--- config.mk ---
export PLATFORM = sky130hd
export DESIGN_NAME = mpc_bank_arb
export DESIGN_NICKNAME = d
export VERILOG_FILES = /design/src/rtl/mpc_bank_arb.sv
export SDC_FILE = /design/constraint.sdc
export NUM_CORES = 1
export LEC_CHECK = 0
export BUFFER_PORTS_ARGS = -buffer_cell sky130_fd_sc_hd__buf_4
export CAP_MARGIN = 25
export CORE_AREA = 2 2 272 274
export CTS_CLUSTER_DIAMETER = 60
export DETAILED_ROUTE_END_ITERATION = 12
export DIE_AREA = 0 0 274 276
export GPL_TIMING_DRIVEN = 0
export SETUP_SLACK_MARGIN = 0.3
export SLEW_MARGIN = 25
export SYNTH_ARGS = -nofsm -noshare
export SYNTH_HDL_FRONTEND = slang
export SYNTH_SLANG_ARGS = --single-unit
--- constraint.sdc ---
create_clock -name clk -period 13.1 [get_ports clk]
set_input_delay 1.965 -clock clk [delete_from_list [all_inputs] [get_ports clk]]
set_output_delay 1.965 -clock clk [all_outputs]
set_load 0.005 [all_outputs]
--- src/rtl/mpc_bank_arb.sv ---
// Round-robin request arbiter in front of the bank hit-test stage, with write-buffer id allocation.
// Optional MPC_WBUF_FREE_CHECK_EN: ignore and flag releases of ids that are already free.
module mpc_bank_arb #(
  parameter int unsigned NCH        = 3,
  parameter int unsigned ADDR_W     = 32,
  parameter int unsigned DATA_W     = 128,
  parameter int unsigned WBUF_DEPTH = 128,
  parameter int unsigned WBUF_W     = 7
) (
  input  logic                  clk,
  input  logic                  rst,
  input  logic [NCH-1:0]        ch_req_valid,
  output logic [NCH-1:0]        ch_req_ready,
  input  logic [3*NCH-1:0]      ch_req_op,
  input  logic [ADDR_W*NCH-1:0] ch_req_addr,
  input  logic [DATA_W*NCH-1:0] ch_req_wdata,
  output logic                  d_bank_req_valid,
  input  logic                  d_bank_req_ready,
  output logic [NCH-1:0]        d_bank_req_channel_1hot_id,
  output logic [2:0]            d_bank_req_op,
  output logic [ADDR_W-1:0]     d_bank_req_addr,
  output logic [DATA_W-1:0]     d_bank_req_wdata,
  output logic [WBUF_W-1:0]     d_bank_req_wbuf_id,
  input  logic                  u_wbuf_free_valid,
  input  logic [WBUF_W-1:0]     u_wbuf_free_id,
  output logic [WBUF_W:0]       wbuf_free_cnt,
  output logic                  err_dbl_free
);

  localparam int unsigned PTR_W = (NCH > 1) ? $clog2(NCH) : 1;
  localparam int unsigned CNT_W = WBUF_W + 1;
  localparam logic [2:0]  OP_WR = 3'd2;

  logic [PTR_W-1:0]      rr_q, rr_d;
  logic [WBUF_DEPTH-1:0] busy_q, busy_d;
  logic [CNT_W-1:0]      cnt_q, cnt_d;

  logic                  valid_q;
  logic [NCH-1:0]        oh_q;
  logic [2:0]            op_q;
  logic [ADDR_W-1:0]     addr_q;
  logic [DATA_W-1:0]     wdata_q;
  logic [WBUF_W-1:0]     wbuf_id_q;

  logic                  load_c;
  logic                  any_free_c;
  logic [WBUF_W-1:0]     free_id_c;
  logic [NCH-1:0]        elig_c;
  logic                  grant_c;
  logic [PTR_W-1:0]      grant_idx_c;
  logic [NCH-1:0]        grant_oh_c;
  logic [2:0]            gnt_op_c;
  logic [ADDR_W-1:0]     gnt_addr_c;
  logic [DATA_W-1:0]     gnt_wdata_c;
  logic                  alloc_c;
  logic                  rel_c;

  // Output register can take a new request when empty or draining this cycle.
  assign load_c     = !valid_q || d_bank_req_ready;
  assign any_free_c = |(~busy_q);

  // Lowest-index free id; a release in this cycle is not yet visible in busy_q.
  always_comb begin
    free_id_c = '0;
    for (int i = int'(WBUF_DEPTH) - 1; i >= 0; i--) begin
      if (!busy_q[i]) free_id_c = WBUF_W'(i);
    end
  end

  always_comb begin
    elig_c = '0;
    for (int i = 0; i < int'(NCH); i++) begin
      elig_c[i] = ch_req_valid[i] && ((ch_req_op[3*i +: 3] != OP_WR) || any_free_c);
    end
  end

  // Round-robin search starting at rr_q.
  always_comb begin
    int idx;
    idx         = 0;
    grant_c     = 1'b0;
    grant_idx_c = '0;
    for (int k = 0; k < int'(NCH); k++) begin
      idx = (int'(rr_q) + k) % int'(NCH);
      if (!rst && load_c && !grant_c && elig_c[PTR_W'(idx)]) begin
        grant_c     = 1'b1;
        grant_idx_c = PTR_W'(idx);
      end
    end
    grant_oh_c = '0;
    if (grant_c) grant_oh_c[grant_idx_c] = 1'b1;
  end

  always_comb begin
    gnt_op_c    = '0;
    gnt_addr_c  = '0;
    gnt_wdata_c = '0;
    for (int i = 0; i < int'(NCH); i++) begin
      if (grant_oh_c[i]) begin
        gnt_op_c    = ch_req_op[3*i +: 3];
        gnt_addr_c  = ch_req_addr[ADDR_W*i +: ADDR_W];
        gnt_wdata_c = ch_req_wdata[DATA_W*i +: DATA_W];
      end
    end
  end

  assign alloc_c      = grant_c && (gnt_op_c == OP_WR);
  assign ch_req_ready = grant_oh_c;

`ifdef MPC_WBUF_FREE_CHECK_EN
  logic err_q;
  logic dbl_c;
  assign rel_c        = u_wbuf_free_valid &&  busy_q[u_wbuf_free_id];
  assign dbl_c        = u_wbuf_free_valid && !busy_q[u_wbuf_free_id];
  assign err_dbl_free = err_q;

  always_ff @(posedge clk) begin
    if (rst)        err_q <= 1'b0;
    else if (dbl_c) err_q <= 1'b1;
  end
`else
  assign rel_c        = u_wbuf_free_valid;
  assign err_dbl_free = 1'b0;
`endif

  // Release first so an allocation of the same id in the same cycle wins.
  always_comb begin
    busy_d = busy_q;
    if (rel_c)   busy_d[u_wbuf_free_id] = 1'b0;
    if (alloc_c) busy_d[free_id_c]      = 1'b1;
    cnt_d = cnt_q - CNT_W'(alloc_c) + CNT_W'(rel_c);
    rr_d  = rr_q;
    if (grant_c) rr_d = (grant_idx_c == PTR_W'(NCH - 1)) ? '0 : grant_idx_c + PTR_W'(1);
  end

  always_ff @(posedge clk) begin
    if (rst) begin
      rr_q      <= '0;
      busy_q    <= '0;
      cnt_q     <= CNT_W'(WBUF_DEPTH);
      valid_q   <= 1'b0;
      oh_q      <= '0;
      op_q      <= '0;
      addr_q    <= '0;
      wdata_q   <= '0;
      wbuf_id_q <= '0;
    end else begin
      rr_q   <= rr_d;
      busy_q <= busy_d;
      cnt_q  <= cnt_d;
      if (load_c) begin
        valid_q <= grant_c;
        if (grant_c) begin
          oh_q      <= grant_oh_c;
          op_q      <= gnt_op_c;
          addr_q    <= gnt_addr_c;
          wdata_q   <= gnt_wdata_c;
          wbuf_id_q <= alloc_c ? free_id_c : '0;
        end
      end
    end
  end

  assign d_bank_req_valid           = valid_q;
  assign d_bank_req_channel_1hot_id = oh_q;
  assign d_bank_req_op              = op_q;
  assign d_bank_req_addr            = addr_q;
  assign d_bank_req_wdata           = wdata_q;
  assign d_bank_req_wbuf_id         = wbuf_id_q;
  assign wbuf_free_cnt              = cnt_q;

endmodule
==> flow_metrics.py, run 1 <==
metrics = {
    "status": {
        "status": "completed",
    },
    "drt": {
        "first_iter_violations": 2002,
        "routed_wl_um": 100000,
        "dr.pass1.iters": 6,
        "num_vias": 20300,
        "ant_nets": 0,
        "drc_errors": 0,
        "drt-wirelength-per-cell_um": 25.5,
        "via_per_inst": 5.18,
    },
    "cells_and_area": {
        "final_cell_count_no_fill": 3923,
        "drive_above_1_share": 0.275,
        "layout_common_cells": "689 x buf_4, 312 x dfxtp_1, 298 x nand3_1",
        "mostFrequentLayoutCell": "buf_4",
        "syn_to_final_growth_pct": 47.0,
        "fillCellCount": 7980,
        "finalNetCount": 3444,
    },
    "worst_setup_path": {
        "cp.arrival_ps": 5600,
        "crit_family": "simple AND/OR/NAND/NOR gates",
        "required_ps": 11140,
        "r2r_end": "wbuf_free_cnt[7]",
        "slowest_delay_ps": 850,
        "cp_common_cell": "clkbuf_1",
        "worstSetupPathType": "reg -> out",
        "crit_chain": "nand4_1 > or4_1 > nor4b_1 > a31oi_1 > mux2_2 > nor3_1 > or2_2 > clkbuf_1 > clkbuf_1 > clkbuf_1 > buf_4",
        "slowest_stage": "nor4b_1",
        "r2r_start": "busy_q[64]",
        "worstPathBufferInverterCount": 4,
        "r2r_setup_slack_ps": 6210,
        "cp-end-kind": "output port",
        "cp_max_fo": 10,
        "reg2regPathDepth": 21,
        "cp-start-kind": "flip-flop",
    },
    "pwr": {
        "power_leakage_uw": 0.00947,
        "p_sw_uw": 1040,
        "p_int_uw": 2170,
        "p_clk_frac": 0.376,
        "ir_drop_uv": 104,
        "swShare": 0.324,
        "power.density_nw_per_um2": 131,
        "combinationalPowerShare": 0.273,
        "pwr-share-seq": 0.351,
    },
    "floorplanning": {
        "die_h_um": 276,
        "die_w_um": 274,
        "boundaryPins": 689,
        "dieArea_um2": 75600,
        "start_util": 0.230,
        "row_count": 99,
        "core_um2": 72600,
    },
    "sta": {
        "setup_violations": 0,
        "drv_slew": 0,
        "fin_crit_sh": 0.577,
        "period_minus_slack_ps": 7560,
        "rsz0062_at_grt": "false",
        "hold_viol": 0,
        "max_slew_margin": 0.304,
        "tightest_slew_ps": 1040,
        "finClkSkew_ps": 39.2,
        "fmax_ghz": 0.132,
        "setup-tns-final_ps": 0,
    },
    "synthesis": {
        "yosysSeqAreaShare": 0.375,
        "synthArstFlopShare": 0,
        "postSynthAreaPerCell_um2": 7.57,
        "netlist_area_um2": 16700,
        "ys.flop_type": "dfxtp_1",
        "synth_edf_count": 0,
        "yosys.area.top_type": "dfxtp_1",
        "synth_top_cells_by_area": "dfxtp_1 37%, mux2i_1 9.7%, nand3_1 9.0%",
        "ys_warn_count": 0,
        "synth_top_area_frac": 0.375,
        "synth_nets": 2714,
        "ys_ff_latch": 312,
        "synthCells": 2200,
        "ys_types": 70,
    },
    "global_routing": {
        "grt_max_degree": 13,
        "grt_use_met3": 0.0472,
        "use_met1": 0.335,
        "track_usage": 0.253,
        "first_global_vias": 19200,
        "grt_pass1_wl_um": 140000,
        "grtUsageMet2": 0.411,
        "antenna_found_initial": 16,
        "top_usage_layer": "met2",
        "grt_overflow": 0,
    },
    "placement": {
        "portBuffers": 686,
        "gp_congestion": 0.980,
        "hpwl_um": 81400,
        "dp.cells": 3845,
    },
    "clock_network": {
        "postCtsSetupBuffers": 0,
        "cts_buffers": 42,
        "clk_latency_ps": 610,
        "clockBufferDepth": 3,
        "cts.clk_slew.worst_paths_ps": 60,
        "cts_sinks": 312,
        "cts_tree": "yes",
        "hold_buffers": 0,
        "ctsRootBufferMaster": "clkbuf_16",
        "ctsResizeCount": 0,
        "htreeDepth": 2,
    },
    "job": {
        "max_cap_violations": 0,
    },
    "min_path": {
        "hold_end": "d_bank_req_channel_1hot_id[1]",
        "hold_path_class": "reg -> reg",
        "hold_start": "d_bank_req_channel_1hot_id[1]",
        "worstHoldPathCells": 1,
    },
}
## state kept, by name, summed over array words and instances, names as in the netlist
name                        count
busy_q                        128
d_bank_req_addr                32
d_bank_req_channel_1hot_id      3
d_bank_req_op                   3
d_bank_req_valid                1
d_bank_req_wbuf_id              7
d_bank_req_wdata              128
rr_q                            2
wbuf_free_cnt                   8
## cells in the mapped netlist (12+ instances only)
library cell,count
dfxtp_1,312
nand3_1,298
nor2_1,212
o21ai_0,209
a21oi_1,191
nand2_1,170
mux2i_1,162
clkbuf_1,116
o21ai_1,89
inv_1,48
nand4_1,46
o211ai_1,42
buf_2,32
o31ai_1,25
nand2b_1,24
nor3_1,22
nor2b_1,14
and4_1,13
a31oi_1,12
## routing by layer
metal,routed length [um],vias to the layer above,part of all wire
li1,-,9472,-
met1,42800,9659,0.43
met2,46200,972,0.46
met3,7100,217,0.071
met4,3950,4,0.039
met5,27,-,0.00027
## cell type report
type | instances | area, um2 | share of cell area
antenna | 5 | 12.5 | 0.000511
buffer | 158 | 648 | 0.0265
clock buffer | 56 | 1160 | 0.0475
clock inverter | 17 | 269 | 0.0110
inverter | 50 | 188 | 0.00766
multi-input combinational | 1680 | 9620 | 0.393
sequential | 312 | 6250 | 0.255
tap | 959 | 1200 | 0.0490
timing repair buffer | 686 | 5150 | 0.210
## power groups by stage
stage | Sequential (uW) | Clock, uW | Combinational, uW
2_1_floorplan | 1140 | 0 | 343
3_3_place_gp | 1140 | 0 | 874
3_5_place_dp | 1140 | 0 | 876
4_1_cts | 1120 | 1220 | 877
5_1_grt | 1140 | 1260 | 940
6_report | 1120 | 1210 | 876
## worst register-to-register path, delay by kind of cell (launching register included)
kind            cells  cell delay (ps)
xor+xnor            1              130
mux                 1              410
fa+ha+maj           2              530
simple gates        4             1900
buf+inv             3              840
flops               1              480
compound gates     10             2480
## worst max path at each step
stage | startpoint | to | cells past startpoint
final | busy_q[64] | ch_req_ready[2] | 11
after global routing | busy_q[85] | ch_req_ready[2] | 11
after CTS | busy_q[85] | ch_req_ready[2] | 11
after detailed placement | ch_req_op[6] | wbuf_free_cnt[7] | 22
after global placement | ch_req_op[6] | wbuf_free_cnt[7] | 22
after floorplan | ch_req_op[6] | wbuf_free_cnt[7] | 21
## cell families after synthesis
family                     share of synthesized area
and+or+nand+nor                                0.242
adders and majority gates                    0.00871
muxes                                         0.0987
buffers and inverters                         0.0499
other                                       0.000225
AOI/OAI and AO/OA                              0.223
xor gates and xnor gates                     0.00315
DFF                                            0.375
## metrics by stage
step           power (uW)  cell area [um2]  setup WS, ps  hold WS, ps  utilization
2_1_floorplan        1480            16700          6930          439            -
3_3_place_gp         2010            23000          5870          435        0.317
3_5_place_dp         2020            23000          5930          442        0.318
4_1_cts              3220            24500          5650          455        0.337
5_1_grt              3330            24500          5330          473        0.337
6_report             3210            24500          5540          455        0.337
Power figures use the tool's default switching activity.
==> run 2, diff against run 1 <==
- CORE_AREA: 2 2 272 274 -> 2 2 266 268
- DIE_AREA: 0 0 274 276 -> 0 0 268 270
- clock period: 13.1 -> 7.21 ns (I/O delays scaled with it)
==> run 2 against run 1 <==
Net effect: critical path depth increased by 11; final cell count decreased by 0.23%; hold slack improved by 6.9 ps; global-route usage increased by 1.3 points; count of clock-buffer cells in the layout unchanged; utilization increased by 1.5 points; register-to-register slack got worse by 5600 ps; via count increased by 0.93%; non-clock buffer count increased by 2; sequential power increased by 82%.
==> flow_metrics.py, run 2 (same netlist as run 1, synthesis figures left out) <==
metrics = {
    "worst_setup_path": {
        "cp_max_fo": 10,
        "cp-end-kind": "flip-flop",
        "r2r_end": "wbuf_free_cnt[7]",
        "required_ps": 7640,
        "r2r_start": "busy_q[2]",
        "cp.arrival_ps": 7080,
        "cp-start-kind": "flip-flop",
        "r2r_setup_slack_ps": 570,
        "reg2regPathDepth": 22,
        "worstSetupPathType": "reg -> reg",
    },
    "clock_network": {
        "postCtsSetupBuffers": 0,
        "ctsRootBufferMaster": "clkbuf_16",
        "cts_sinks": 312,
        "cts.clk_slew.worst_paths_ps": 60,
        "clockBufferDepth": 3,
        "clk_latency_ps": 580,
        "ctsResizeCount": 0,
        "htreeDepth": 2,
        "cts_buffers": 44,
        "cts_tree": "yes",
        "hold_buffers": 0,
    },
    "sta": {
        "fin_crit_sh": 0.921,
        "setup_violations": 0,
        "fmax_ghz": 0.151,
        "drv_slew": 0,
        "worst_slack_ps": 566,
        "holdWs_ps": 462,
        "finClkSkew_ps": 25.1,
        "setup-tns-final_ps": 0,
        "tightest_slew_ps": 1090,
        "rsz0062_at_grt": "true",
        "period_minus_slack_ps": 6640,
        "max_slew_margin": 0.268,
        "hold_viol": 0,
    },
    "min_path": {
        "hold_path_class": "reg -> reg",
        "hold_end": "d_bank_req_op[0]",
        "worstHoldPathCells": 2,
        "hold_start": "d_bank_req_op[0]",
    },
    "global_routing": {
        "grt_max_degree": 13,
        "first_global_vias": 19400,
        "antenna_found_initial": 18,
        "grt_overflow": 0,
        "grt_pass1_wl_um": 140000,
        "track_usage": 0.266,
    },
    "cells_and_area": {
        "fillCellCount": 7600,
        "finalNetCount": 3448,
        "utilization": 0.352,
        "layout_common_cells": "691 x buf_4, 312 x dfxtp_1, 298 x nand3_1",
        "seq_area_um2": 6250,
        "mostFrequentLayoutCell": "buf_4",
        "multi_input_area_um2": 9630,
        "drive_above_1_share": 0.278,
        "syn_to_final_growth_pct": 47.1,
    },
    "floorplanning": {
        "start_util": 0.240,
        "die_h_um": 270,
        "row_count": 97,
        "boundaryPins": 689,
        "die_w_um": 268,
        "dieArea_um2": 72400,
        "core_um2": 69500,
    },
    "placement": {
        "dp_slack_ps": 466,
        "hpwl_um": 82100,
        "gp_congestion": 1.02,
        "portBuffers": 686,
    },
    "drt": {
        "first_iter_violations": 2124,
        "via_per_inst": 5.24,
        "dr.pass1.iters": 7,
        "ant_nets": 0,
        "routed_wl_um": 100000,
        "num_vias": 20500,
        "drc_errors": 0,
        "drt-wirelength-per-cell_um": 25.6,
    },
    "job": {
        "max_cap_violations": 0,
    },
    "pwr": {
        "finalPower_uw": 5830,
        "power_leakage_uw": 0.00948,
        "power.density_nw_per_um2": 238,
        "ir_drop_uv": 140,
    },
    "status": {
        "status": "completed",
    },
}
[run 2: area by class of cell]
type | instances | area share
antenna | 9 | 0.000919
buffer | 158 | 0.0266
clock buffer | 56 | 0.0497
clock inverter | 21 | 0.00878
inverter | 50 | 0.00766
multi-input combinational | 1680 | 0.393
sequential | 312 | 0.255
tap | 940 | 0.0480
timing repair buffer | 688 | 0.211
[run 2: power breakdown]
part           internal [uW]  total [uW]  leakage [uW]  switching, uW
Combinational            698        1610       0.00623            909
Clock                   1300        2190      0.000695            883
Sequential              1920        2040       0.00256            120
[run 2: critical path: stages, from the launching register on]
cell and delay [ps]:
dfxtp_1 480, nand4_1 310, or4_1 720, or4_1 550, clkbuf_1 190, o31a_1 410, a221o_1 380, o31ai_1 200
clkbuf_4 300, mux2_2 390, o31ai_2 420, buf_4 310, ha_1 230, inv_1 60, ha_1 260, a21o_1 180
a21o_1 200, a21o_1 190, a21oi_1 220, o21bai_1 100, a21oi_1 180, xnor2_1 140, nand2_1 60
[run 2: how the worst max path moves through the flow]
stage	from	end	slack, ps	depth (start not counted)
floorplan	busy_q[20]	wbuf_free_cnt[7]	1710	22
global placement	busy_q[2]	wbuf_free_cnt[7]	30	21
detailed placement	busy_q[2]	wbuf_free_cnt[7]	470	22
CTS	busy_q[2]	wbuf_free_cnt[7]	410	22
global route	busy_q[85]	wbuf_free_cnt[7]	270	22
finish	busy_q[2]	wbuf_free_cnt[7]	570	22
[run 2: layer usage]
metal	vias up	GRT usage	part of all wire
li1	9486	-	-
met1	9807	0.357	0.42
met2	1026	0.422	0.46
met3	191	0.0513	0.085
met4	4	0.0966	0.036
met5	-	0	0.00026
[run 2: through the flow]
stage	cell area (um2)	cells
after floorplan	16700	2200
after global placement	23000	3826
after detailed placement	23000	3828
after CTS	24500	3905
after global routing	24500	3913
final	24500	3914
